`config.mk`:
```
export PLATFORM = sky130hd
export DESIGN_NAME = oflow_core_fsm_stage_ctrl
export DESIGN_NICKNAME = d
export VERILOG_FILES = /design/src/rtl/oflow_core_fsm_stage_ctrl.sv
export SDC_FILE = /design/constraint.sdc
export NUM_CORES = 1
export LEC_CHECK = 0
export CELL_PAD_IN_SITES_DETAIL_PLACEMENT = 1
export CELL_PAD_IN_SITES_GLOBAL_PLACEMENT = 2
export CORE_UTILIZATION = 32
export CTS_CLUSTER_SIZE = 8
export DETAILED_ROUTE_END_ITERATION = 12
export PLACE_DENSITY_LB_ADDON = 0.1
export SLEW_MARGIN = 20
export SYNTH_ARGS = -nofsm -noshare
export SYNTH_HDL_FRONTEND = slang
export SYNTH_SLANG_ARGS = --single-unit
```
`constraint.sdc`:
```
create_clock -name clk -period 2.5 [get_ports clk]
set_clock_uncertainty 0.2 [all_clocks]
set_input_delay 0.25 -clock clk [delete_from_list [all_inputs] [get_ports clk]]
set_output_delay 0.25 -clock clk [all_outputs]
set_load 0.03 [all_outputs]
```
`src/rtl/oflow_core_fsm_stage_ctrl.sv`:
```
// rtl/oflow_core_fsm_stage_ctrl.sv - per-stage PE dispatcher with set counting, watchdog and abort
module oflow_core_fsm_stage_ctrl #(
  parameter int PE_NUM   = 24,
  parameter int SET_LEN  = 4,
  parameter int REMAIN_W = 11,
  parameter int TIMEOUT  = 1023
) (
  input  logic                clk,
  input  logic                reset_N,
  input  logic                start_frame,
  input  logic                abort,
  input  logic [SET_LEN-1:0]  num_of_sets,
  input  logic [REMAIN_W-1:0] counter_of_remain_bboxes,
  input  logic                set_ready,
  input  logic [PE_NUM-1:0]   done_i,
  output logic                set_ack,
  output logic [PE_NUM-1:0]   start_i,
  output logic [PE_NUM-1:0]   active_mask,
  output logic                stage_done,
  output logic                frame_done,
  output logic [SET_LEN-1:0]  counter_set,
  output logic                busy,
  output logic                timeout_err
);

  localparam int TW = (TIMEOUT > 1) ? $clog2(TIMEOUT) : 1;

  typedef enum logic [1:0] {IDLE, WAIT_SET, RUN, SET_DONE} state_t;

  state_t              state_q, state_d;
  logic [SET_LEN-1:0]  num_sets_q, num_sets_d;
  logic [SET_LEN-1:0]  counter_d;
  logic                set_ack_d, stage_done_d, frame_done_d, busy_d, timeout_err_d;
  logic [PE_NUM-1:0]   start_d, active_d;
  logic [PE_NUM-1:0]   done_seen_q, done_seen_d;
  logic [TW-1:0]       timer_q, timer_d;
  logic                first_q, first_d;
  logic [PE_NUM-1:0]   launch_mask;
  logic [PE_NUM-1:0]   done_acc;
  logic                complete;
  logic                last_set;

  // LSB-aligned mask of min(remaining bboxes, PE_NUM) PEs for the set being launched
  always_comb begin
    launch_mask = '0;
    for (int i = 0; i < PE_NUM; i++) begin
      launch_mask[i] = (i < int'(counter_of_remain_bboxes));
    end
  end

  // done flags of active PEs; the first RUN cycle coincides with start_i so its done_i is dropped
  always_comb begin
    done_acc = first_q ? done_seen_q : (done_seen_q | (done_i & active_mask));
    complete = (done_acc == active_mask);
    last_set = (counter_set == (num_sets_q - SET_LEN'(1)));
  end

  // next-state and next-output logic; abort overrides everything except the sticky timeout flag
  always_comb begin
    state_d       = state_q;
    num_sets_d    = num_sets_q;
    counter_d     = counter_set;
    set_ack_d     = 1'b0;
    start_d       = '0;
    active_d      = active_mask;
    stage_done_d  = 1'b0;
    frame_done_d  = 1'b0;
    timeout_err_d = timeout_err;
    done_seen_d   = done_seen_q;
    timer_d       = timer_q;
    first_d       = 1'b0;
    case (state_q)
      IDLE: begin
        if (start_frame) begin
          num_sets_d    = num_of_sets;
          counter_d     = '0;
          timeout_err_d = 1'b0;
          if (num_of_sets == '0) begin
            frame_done_d = 1'b1;
          end else begin
            state_d = WAIT_SET;
          end
        end
      end
      WAIT_SET: begin
        if (set_ready) begin
          set_ack_d   = 1'b1;
          start_d     = launch_mask;
          active_d    = launch_mask;
          done_seen_d = '0;
          timer_d     = '0;
          first_d     = 1'b1;
          state_d     = RUN;
        end
      end
      RUN: begin
        done_seen_d = done_acc;
        timer_d     = timer_q + TW'(1);
        if (complete || (timer_q == TW'(TIMEOUT - 1))) begin
          if (!complete) begin
            timeout_err_d = 1'b1;
          end
          stage_done_d = 1'b1;
          frame_done_d = last_set;
          state_d      = SET_DONE;
        end
      end
      SET_DONE: begin
        if (last_set) begin
          active_d = '0;
          state_d  = IDLE;
        end else begin
          counter_d = counter_set + SET_LEN'(1);
          state_d   = WAIT_SET;
        end
      end
      default: state_d = IDLE;
    endcase
    if (abort) begin
      state_d      = IDLE;
      counter_d    = '0;
      set_ack_d    = 1'b0;
      start_d      = '0;
      active_d     = '0;
      stage_done_d = 1'b0;
      frame_done_d = 1'b0;
      done_seen_d  = '0;
      timer_d      = '0;
      first_d      = 1'b0;
    end
    busy_d = (state_d != IDLE);
  end

  // state register and registered outputs
  always_ff @(posedge clk or negedge reset_N) begin
    if (!reset_N) begin
      state_q     <= IDLE;
      num_sets_q  <= '0;
      counter_set <= '0;
      set_ack     <= 1'b0;
      start_i     <= '0;
      active_mask <= '0;
      stage_done  <= 1'b0;
      frame_done  <= 1'b0;
      busy        <= 1'b0;
      timeout_err <= 1'b0;
      done_seen_q <= '0;
      timer_q     <= '0;
      first_q     <= 1'b0;
    end else begin
      state_q     <= state_d;
      num_sets_q  <= num_sets_d;
      counter_set <= counter_d;
      set_ack     <= set_ack_d;
      start_i     <= start_d;
      active_mask <= active_d;
      stage_done  <= stage_done_d;
      frame_done  <= frame_done_d;
      busy        <= busy_d;
      timeout_err <= timeout_err_d;
      done_seen_q <= done_seen_d;
      timer_q     <= timer_d;
      first_q     <= first_d;
    end
  end

endmodule
```
==> results.yml, run 1 <==
logic_synthesis:
  syn-num-nets: 466
  ys_seq_elements: 97
  ys_types: 52
  syn_area_mm2: 0.004441
  yosysSeqAreaShare_pct: 54.66
  synthFlopType: "dfrtp_1"
  synthArstFlopShare_pct: 100.0
  synth_edf_count: 0
  netlist.area_leader.share_pct: 54.66
  avgSynthCellArea_um2: 10.62
  synth_top_cell_by_area: "dfrtp_1"
  synthTopCellsByArea: "dfrtp_1, nand2b_1, a21o_2"
  syn-instance-count: 418
  synth_warnings: 0
cts:
  clkTransAtPathRegs_ns: 0.08
  cts_buffer_depth: 2
  numCtsBuffers: 9
  cts_sinks: 97
  clock_latency_ns: 0.36
  cts_max_level: 3
  tritoncts: "done"
  clockRootBuffer: "clkbuf_16"
detailed_routing:
  drc: 0
  wl_per_cell_um: 19.95
  drtPass1Iterations: 4
  drt_iter0_drc: 256
  viasPerCell: 5.117
  vias: 3746
  routed_wl_um: 14610
  ant_nets: 0
timing:
  maxSlewViolCount: 0
  worst_pin_slew_ns: 0.9629
  slew_headroom_pct: 35.68
  whs_ns: 0.2084
  final_hold_viol_count: 0
  clock.fmax_mhz: 435.2
  rsz0062_at_grt: "no"
  worst_slack_ns: 0.2020
  setup_viol: 0
  timing.final.crit_share_pct: 91.92
  fin_crit_ns: 2.298
critical_path:
  cp_max_fo: 19
  cp-start-kind: "flop"
  cp-end-kind: "flop"
  worst-r2r-cell-count: 8
  crit_chain: "inv_1, ha_1, xnor2_1, nor4b_2, a22o_2, a31oi_4, buf_12, a21o_2"
  slowest_delay_ns: 0.37
  worstPathArrival_ns: 2.35
  crit_buf_inv: 2
  cpLargestDelayFamily: "compound AO/OA/AOI/OAI gates"
  reg2reg_slack_ns: 0.20
  worstSetupPathType: "flop to flop"
  r2r-start: "num_sets_q[0]"
  cp.required_ns: 2.55
  path_depth: 8
  reg2reg_to: "active_mask[16]"
  crit_slowest_cell: "nor4b_2"
final_layout:
  area_delta_synth_final_pct: 39.36
  final_layout_size_suffix_gt1_share_pct: 16.19
  n_antenna_cell: 0
  layout_common_cells: "clkdlybuf4s50_1, dfrtp_1, buf_4"
  layout_commonest_cell: "clkdlybuf4s50_1"
  fin_nets: 599
global_route:
  grt_max_degree: 44
  track_usage_pct: 21.62
  antenna_found_initial: 0
  grt_pass1_wl_um: 22870
  grt_pass1_vias: 3985
  grt-ovfl-total: 0
die:
  rows: 42
  fp.coreArea_mm2: 0.01340
  io_pins: 101
  die_h_um: 119.8
  die-width_um: 119.8
  initial_core_util_pct: 33.14
  dieArea_mm2: 0.01435
placement:
  hpwl_um: 11110
  globalplace.congestion: 0.7988
  io_buffers: 100
  dp_slack_ns: -0.01980
run:
  maxCapViolations: 0
pwr:
  powerDensity_mw_per_mm2: 675.8
  ir_drop_v: 0.0003374
  p_leak_uw: 0.002796
status:
  status: "finished, final reports clean"
hold_path:
  hp-class: "primary input to async pin"
==> power breakdown <==
| part | internal (µW) | switching, µW |
|---|---|---|
| clock | 797 | 683 |
| combinational | 415 | 525 |
| sequential | 1660 | 100 |
==> sequential cells by signal, indices dropped and copies added (netlist names) <==
| signal | count |
|---|---|
| stage_done | 1 |
| timer_q | 10 |
| active_mask | 24 |
| counter_set | 4 |
| frame_done | 1 |
| done_seen_q | 24 |
| num_sets_q | 4 |
| start_i | 24 |
| timeout_err | 1 |
| busy | 1 |
| state_q | 2 |
| first_q | 1 |
==> worst max-delay path by stage <==
stage	start	endpoint	slack, ns
3_5_place_dp	counter_of_remain_bboxes[10]	active_mask[9]	-0.02
2_1_floorplan	num_sets_q[0]	active_mask[11]	0.18
3_3_place_gp	counter_of_remain_bboxes[10]	active_mask[9]	0.07
4_1_cts	num_sets_q[0]	active_mask[16]	0.06
5_1_grt	num_sets_q[0]	active_mask[16]	0.04
6_report	num_sets_q[0]	active_mask[16]	0.20
==> cell families (layout without fill, tap and decap cells) <==
family          Yosys count  after routing  share of synthesized area (%)
fa+ha+maj                 4              4                          1.127
simple gates            138            138                          17.53
compound gates          126            126                          19.98
flops                    97             97                          54.66
mux                       1              1                         0.2254
xor+xnor                  8              8                          1.578
buf+inv                  44            182                          4.903
==> repair_timing <==
action / 4_1_cts / 5_1_grt
hold buffers: 1 / 0
endpoints found under the setup margin: 0 / 27
resized for setup: 0 / 2
setup buffers: 0 / 1
hold endpoints to repair: 36 / 0
==> area by class of cell <==
class                   instances  area (µm²)
fillers                      1478        7212
flip-flops and latches         97        2427
multi-input cells             277        1808
repair buffers                135        1301
clock buffers                   9       225.2
well taps                     176       220.2
inverters                      31       116.4
clock inverters                 7       90.09
==> worst reg2reg max path: stages, from the launching register on <==
cell and delay, ns:
dfrtp_1 0.35, inv_1 0.06, ha_1 0.30, xnor2_1 0.16
nor4b_2 0.37, a22o_2 0.24, a31oi_4 0.12, buf_12 0.18
a21o_2 0.22
==> routing by layer <==
metal	wire length, µm	track usage, %	vias up
li1	-	-	1766
met1	6636	28.06	1879
met2	7160	36.02	80
met3	454	3.375	21
met4	355	8.672	0
met5	0	0	-
==> stage by stage <==
step	TNS, ns	instance area, µm²	total power [µW]	util (%)	cells
after floorplan	0	4441	2244	-	418
after global placement	0	5843	2716	43.60	714
after detailed placement	-0.02462	5843	2728	43.60	714
after CTS	0	6168	4225	46.03	731
after global routing	0	6188	4359	46.18	732
final	0	6188	4182	46.18	732
==> synth_stat cells (4+ instances only) <==
cell       number
xor2_1          5
a211oi_1        6
a32o_1         11
o21ai_0        28
a31oi_1         5
inv_1          31
a21o_2         21
a21oi_1        26
nand2b_1       30
dfrtp_1        97
nand2_1        26
o2111ai_1       8
nor3_1          4
nor2_1         22
nor4_1          5
nand3_1        17
ha_1            4
clkbuf_1        5
o22ai_1         9
buf_6           5
nand4_1         5
(Power assumes the default switching activity.)
==> run 2, diff against run 1 <==
==> constraint.sdc (replaced) <==
create_clock -name clk -period 2.6 [get_ports clk]
set_clock_uncertainty 0.2 [all_clocks]
set_input_delay 0.26 -clock clk [delete_from_list [all_inputs] [get_ports clk]]
set_output_delay 0.26 -clock clk [all_outputs]
set_load 0.03 [all_outputs]
==> run 2 against run 1 <==
  * Sequential cell count is the same
  * Register-to-register slack worse by 0.06 ns
  * Via count increased by 0.21%
  * Die area stayed put
  * Wire length is 0.18% lower
  * Core utilization decreased by 0.84 points
  * Non-clock buffer count is 9 lower
  * Sequential share of layout area rose by 0.73 points
  * Clock-buffer cell count is the same
  * Clock power is 9% lower
  * Final cell count is 1.2% lower
  * Combinational power shrank 7.6%
  * Critical path type unchanged
  * Largest cell class unchanged
  * Highest routed layer unchanged
==> results.yml, run 2 (same netlist as run 1, synthesis figures left out) <==
critical_path:
  slowest_delay_ns: 0.42
  cp-end-kind: "flop"
  crit_buf_inv: 2
  cp-start-kind: "flop"
  cp.required_ns: 2.64
  crit_chain: "inv_1, ha_1, xnor2_2, nor4_1, a22o_2, a31oi_4, buf_12, a21o_2"
  worstPathArrival_ns: 2.50
  cp_max_fo: 19
  cpLargestDelayFamily: "compound AO/OA/AOI/OAI gates"
  worstSetupPathType: "flop to flop"
  crit_slowest_cell: "nor4_1"
cts:
  cts_max_level: 3
  cts_sinks: 97
  numCtsBuffers: 9
  clockRootBuffer: "clkbuf_16"
  clock_latency_ns: 0.36
  cts_buffer_depth: 2
  clkTransAtPathRegs_ns: 0.07
  tritoncts: "done"
final_layout:
  fin_nets: 590
  multi_input_area_mm2: 0.001809
  final_area_mm2: 0.006076
  regArea_mm2: 0.002427
  final_layout_size_suffix_gt1_share_pct: 14.81
  final_cell_count_no_fill: 723
  layout_common_cells: "clkdlybuf4s50_1, dfrtp_1, inv_1"
  layout_commonest_cell: "clkdlybuf4s50_1"
  fillerInstances: 1492
  area_delta_synth_final_pct: 36.83
  n_antenna_cell: 0
  top_regs: "active_mask: 24 flops, done_seen_q: 24 flops, start_i: 24 flops"
die:
  dieArea_mm2: 0.01435
  fp.coreArea_mm2: 0.01340
  die-width_um: 119.8
  io_pins: 101
  rows: 42
  die_h_um: 119.8
  initial_core_util_pct: 33.14
detailed_routing:
  drtPass1Iterations: 4
  ant_nets: 0
  vias: 3754
  drt_iter0_drc: 183
  drc: 0
  routed_wl_um: 14580
  viasPerCell: 5.192
  wl_per_cell_um: 20.16
timing:
  finalSetupTns_ns: 0
  whs_ns: 0.1738
  timing.final.crit_share_pct: 94.35
  fin_crit_ns: 2.453
  slew_headroom_pct: 32.95
  clock.fmax_mhz: 407.6
  worst_slack_ns: 0.1468
  maxSlewViolCount: 0
  worst_pin_slew_ns: 1.004
  setup_viol: 0
  final_hold_viol_count: 0
pwr:
  powerDensity_mw_per_mm2: 644.0
  p_leak_uw: 0.002742
  swShare_pct: 32.11
  clkPwrFrac_pct: 34.2
  comb_power_share_pct: 22.2
  ir_drop_v: 0.0002686
  p_sw_uw: 1256
  pwr-share-seq_pct: 43.5
  p_int_uw: 2657
placement:
  globalplace.congestion: 0.8013
  hpwl_um: 11190
  place_area_mm2: 0.005758
  io_buffers: 100
  dp_slack_ns: -0.005749
  dp.cells: 706
status:
  status: "finished, final reports clean"
global_route:
  grt-ovfl-total: 0
  antenna_found_initial: 0
  track_usage_pct: 21.69
  grt_max_degree: 31
  grt_pass1_wl_um: 23030
  grt_pass1_vias: 4104
run:
  maxCapViolations: 0
hold_path:
  hp-class: "primary input to async pin"
run 2: worst paths after layout:
path | from | end | slack [ns] | cells after the start
setup / recovery | num_sets_q[0] | active_mask[17] | 0.15 | 8
hold / removal | reset_N | start_i[15] | 0.17 | 2
setup reg to reg | num_sets_q[0] | active_mask[17] | 0.15 | 8
hold reg to reg | timer_q[6] | timer_q[6] | 0.29 | 1
max in group asynchronous | reset_N | active_mask[17] | 1.33 | 3
min in group clk | num_of_sets[2] | num_sets_q[2] | 0.27 | 3
run 2: cell type report:
class                      count  share of cell area, %
multi-input combinational    277                  29.78
sequential                    97                  39.95
clock buffer                   9                  3.707
clock inverter                 7                  1.133
tap                          176                  3.624
timing repair buffer         126                  19.89
inverter                      31                  1.915
run 2: what timing repair did:
item / 4_1_cts / 5_1_grt
hold endpoints to repair: 26 / 0
gates resized for setup: 0 / 2
hold buffers: 1 / 0
endpoints found under the setup margin: 0 / 25
setup buffers: 0 / 0
run 2: through the flow:
step / util, % / power [µW]
after detailed placement: 42.97 / 2598
after floorplan: - / 2158
after global placement: 42.97 / 2586
after CTS: 45.24 / 3955
after global routing: 45.34 / 4076
final: 45.34 / 3913
run 2: power groups by stage:
stage	combinational [µW]	clock (µW)	sequential, µW
after detailed placement	863	0	1730
after global routing	937	1420	1720
after global placement	854	0	1730
after floorplan	326	0	1830
final	869	1340	1700
after CTS	868	1380	1710
run 2: routing by layer:
layer	vias up	GRT usage, %	wire length (µm)
li1	1747	-	-
met5	-	0	0
met1	1892	27.66	6410
met4	0	9.609	397
met2	93	35.95	7202
met3	22	3.850	569
==> run 3, diff against run 2 <==
--- a/config.mk
+++ b/config.mk
@@ -5,11 +5,13 @@
 export SDC_FILE = /design/constraint.sdc
 export NUM_CORES = 1
 export LEC_CHECK = 0
+export CAP_MARGIN = 20
 export CELL_PAD_IN_SITES_DETAIL_PLACEMENT = 1
 export CELL_PAD_IN_SITES_GLOBAL_PLACEMENT = 2
-export CORE_UTILIZATION = 32
+export CORE_UTILIZATION = 40
 export CTS_CLUSTER_SIZE = 8
 export DETAILED_ROUTE_END_ITERATION = 12
+export DONT_BUFFER_PORTS = 1
 export PLACE_DENSITY_LB_ADDON = 0.1
 export SLEW_MARGIN = 20
 export SYNTH_ARGS = -nofsm -noshare
==> run 3 against run 2 <==
  * The run now ends with negative hold slack left
  * Power down 12%
  * Critical path depth shrank 1
  * Via count fell by 6.1%
  * Clock power shrank 23%
  * Register-to-register slack worse by 0.03 ns
  * Core utilization rose by 4.3 points
  * Non-clock buffer count fell by 57
  * Fmax decreased by 1.0%
  * Combinational power down 25%
  * Worst hold slack lost 0.82 ns
  * First-iteration DRC count rose by 29%
  * Clock-buffer cell count unchanged
==> results.yml, run 3 (same netlist as run 1, synthesis figures left out) <==
global_route:
  track_usage_pct: 24.87
  grt_pass1_vias: 3676
  antenna_found_initial: 0
  grt-ovfl-total: 0
  grt_pass1_wl_um: 20970
  grt_max_degree: 98
final_layout:
  final_util_pct: 49.64
  top_regs: "active_mask: 24 flops, done_seen_q: 24 flops, start_i: 24 flops"
  layout_common_cells: "dfrtp_1, dlygate4sd3_1, inv_1"
  fin_nets: 534
  final_layout_size_suffix_gt1_share_pct: 17.92
  layout_commonest_cell: "dfrtp_1"
  area_delta_synth_final_pct: 21.19
  n_antenna_cell: 0
hold_path:
  hp-class: "primary input to async pin"
timing:
  maxSlewViolCount: 0
  whs_ns: -0.6428
  worst_slack_ns: 0.1218
  final_hold_viol_count: 97
  finalSetupTns_ns: 0
  timing.final.crit_share_pct: 95.32
  slew_headroom_pct: 30.45
  fin_crit_ns: 2.478
  setup_viol: 0
  worst_pin_slew_ns: 1.041
  clock.fmax_mhz: 403.5
critical_path:
  crit_start: "num_sets_q[0]"
  cp-end-kind: "flop"
  r2r-start: "num_sets_q[0]"
  cp_max_fo: 13
  cp.required_ns: 2.68
  worstSetupPathType: "flop to flop"
  worstPathArrival_ns: 2.56
  cp-start-kind: "flop"
detailed_routing:
  ant_nets: 0
  top_layer_used: "met4"
  wl_per_cell_um: 21.78
  drc: 0
  met2_length_um: 7085
  routed_wl_um: 13740
  vias: 3525
  viasPerCell: 5.586
  wl_met3_um: 650
  met1_length_um: 5762
  drtPass1Iterations: 4
  drt_iter0_drc: 236
die:
  die_h_um: 107.4
  io_pins: 101
  fp.coreArea_mm2: 0.01084
  initial_core_util_pct: 40.96
  die-width_um: 107.4
  rows: 38
  dieArea_mm2: 0.01153
cts:
  post-cts-setup-buffers: 0
  tritoncts: "done"
  clkTransAtPathRegs_ns: 0.10
  cts_max_level: 3
  hold_buffers: 38
  clock_latency_ns: 0.39
  numCtsBuffers: 9
  clockRootBuffer: "clkbuf_8"
  cts_buffer_depth: 2
  cts_sinks: 97
run:
  maxCapViolations: 0
pwr:
  pwr-share-seq_pct: 51.0
  p_sw_uw: 1120
  powerDensity_mw_per_mm2: 638.1
  comb_power_share_pct: 19.0
  swShare_pct: 32.60
  p_int_uw: 2314
  ir_drop_v: 0.0004214
  clkPwrFrac_pct: 30.1
  p_leak_uw: 0.002528
placement:
  io_buffers: 0
  globalplace.congestion: 0.8451
  dp_slack_ns: 0.007638
  hpwl_um: 9573
status:
  status: "finished, violations left"
  failed_checks: "negative hold slack"
## run 3: path summary, 6_finish.rpt
check                                  end  slack (ns)  cells after the start
max                        active_mask[17]        0.12                      7
min                            start_i[15]       -0.64                      0
max reg2reg                active_mask[17]        0.12                      7
min reg2reg                     timer_q[9]        0.31                      1
max in group asynchronous       timer_q[6]        2.65                      0
min in group clk                state_q[0]        0.03                      3
## run 3: what timing repair did
item | CTS | global route
hold endpoints to repair | 156 | 97
endpoints found under the setup margin | 6 | 25
resized for setup | 0 | 4
gates cloned | 0 | 1
pin swaps | 0 | 2
## run 3: critical path, stage by stage, from the launching register on
cell and delay (ns):
dfrtp_1 0.41, inv_1 0.07, ha_1 0.32, xnor2_2 0.16, nor4_2 0.35, a22o_2 0.33, a31oi_4 0.24, a21o_2 0.29
## run 3: routing by layer
metal  track usage, %  vias to the layer above
met5                0                        -
met4            8.415                        0
met1            30.06                     1791
li1                 -                     1630
met2            43.04                       87
met3            6.295                       17
## run 3: cell type report
type / instances / area [µm²]
clock buffers: 9 / 123.9
clock inverters: 7 / 76.32
fillers: 1199 / 5459
inverters: 31 / 116.4
multi-input cells: 278 / 1837
flip-flops and latches: 97 / 2427
well taps: 140 / 175.2
repair buffers: 69 / 625.6
## run 3: power groups by stage
stage	logic [µW]	registers, µW	clock network [µW]
finish	652	1750	1030
global route	707	1760	1120
CTS	627	1750	1070
detailed placement	573	1780	0
global placement	563	1770	0
floorplan	326	1830	0
## run 3: metrics by stage
| step | total power [µW] | instance area [µm²] | cells |
|---|---|---|---|
| 6_report | 3434 | 5381 | 631 |
| 3_5_place_dp | 2348 | 4760 | 576 |
| 5_1_grt | 3592 | 5381 | 631 |
| 4_1_cts | 3442 | 5340 | 630 |
| 3_3_place_gp | 2334 | 4760 | 576 |
| 2_1_floorplan | 2158 | 4441 | 418 |
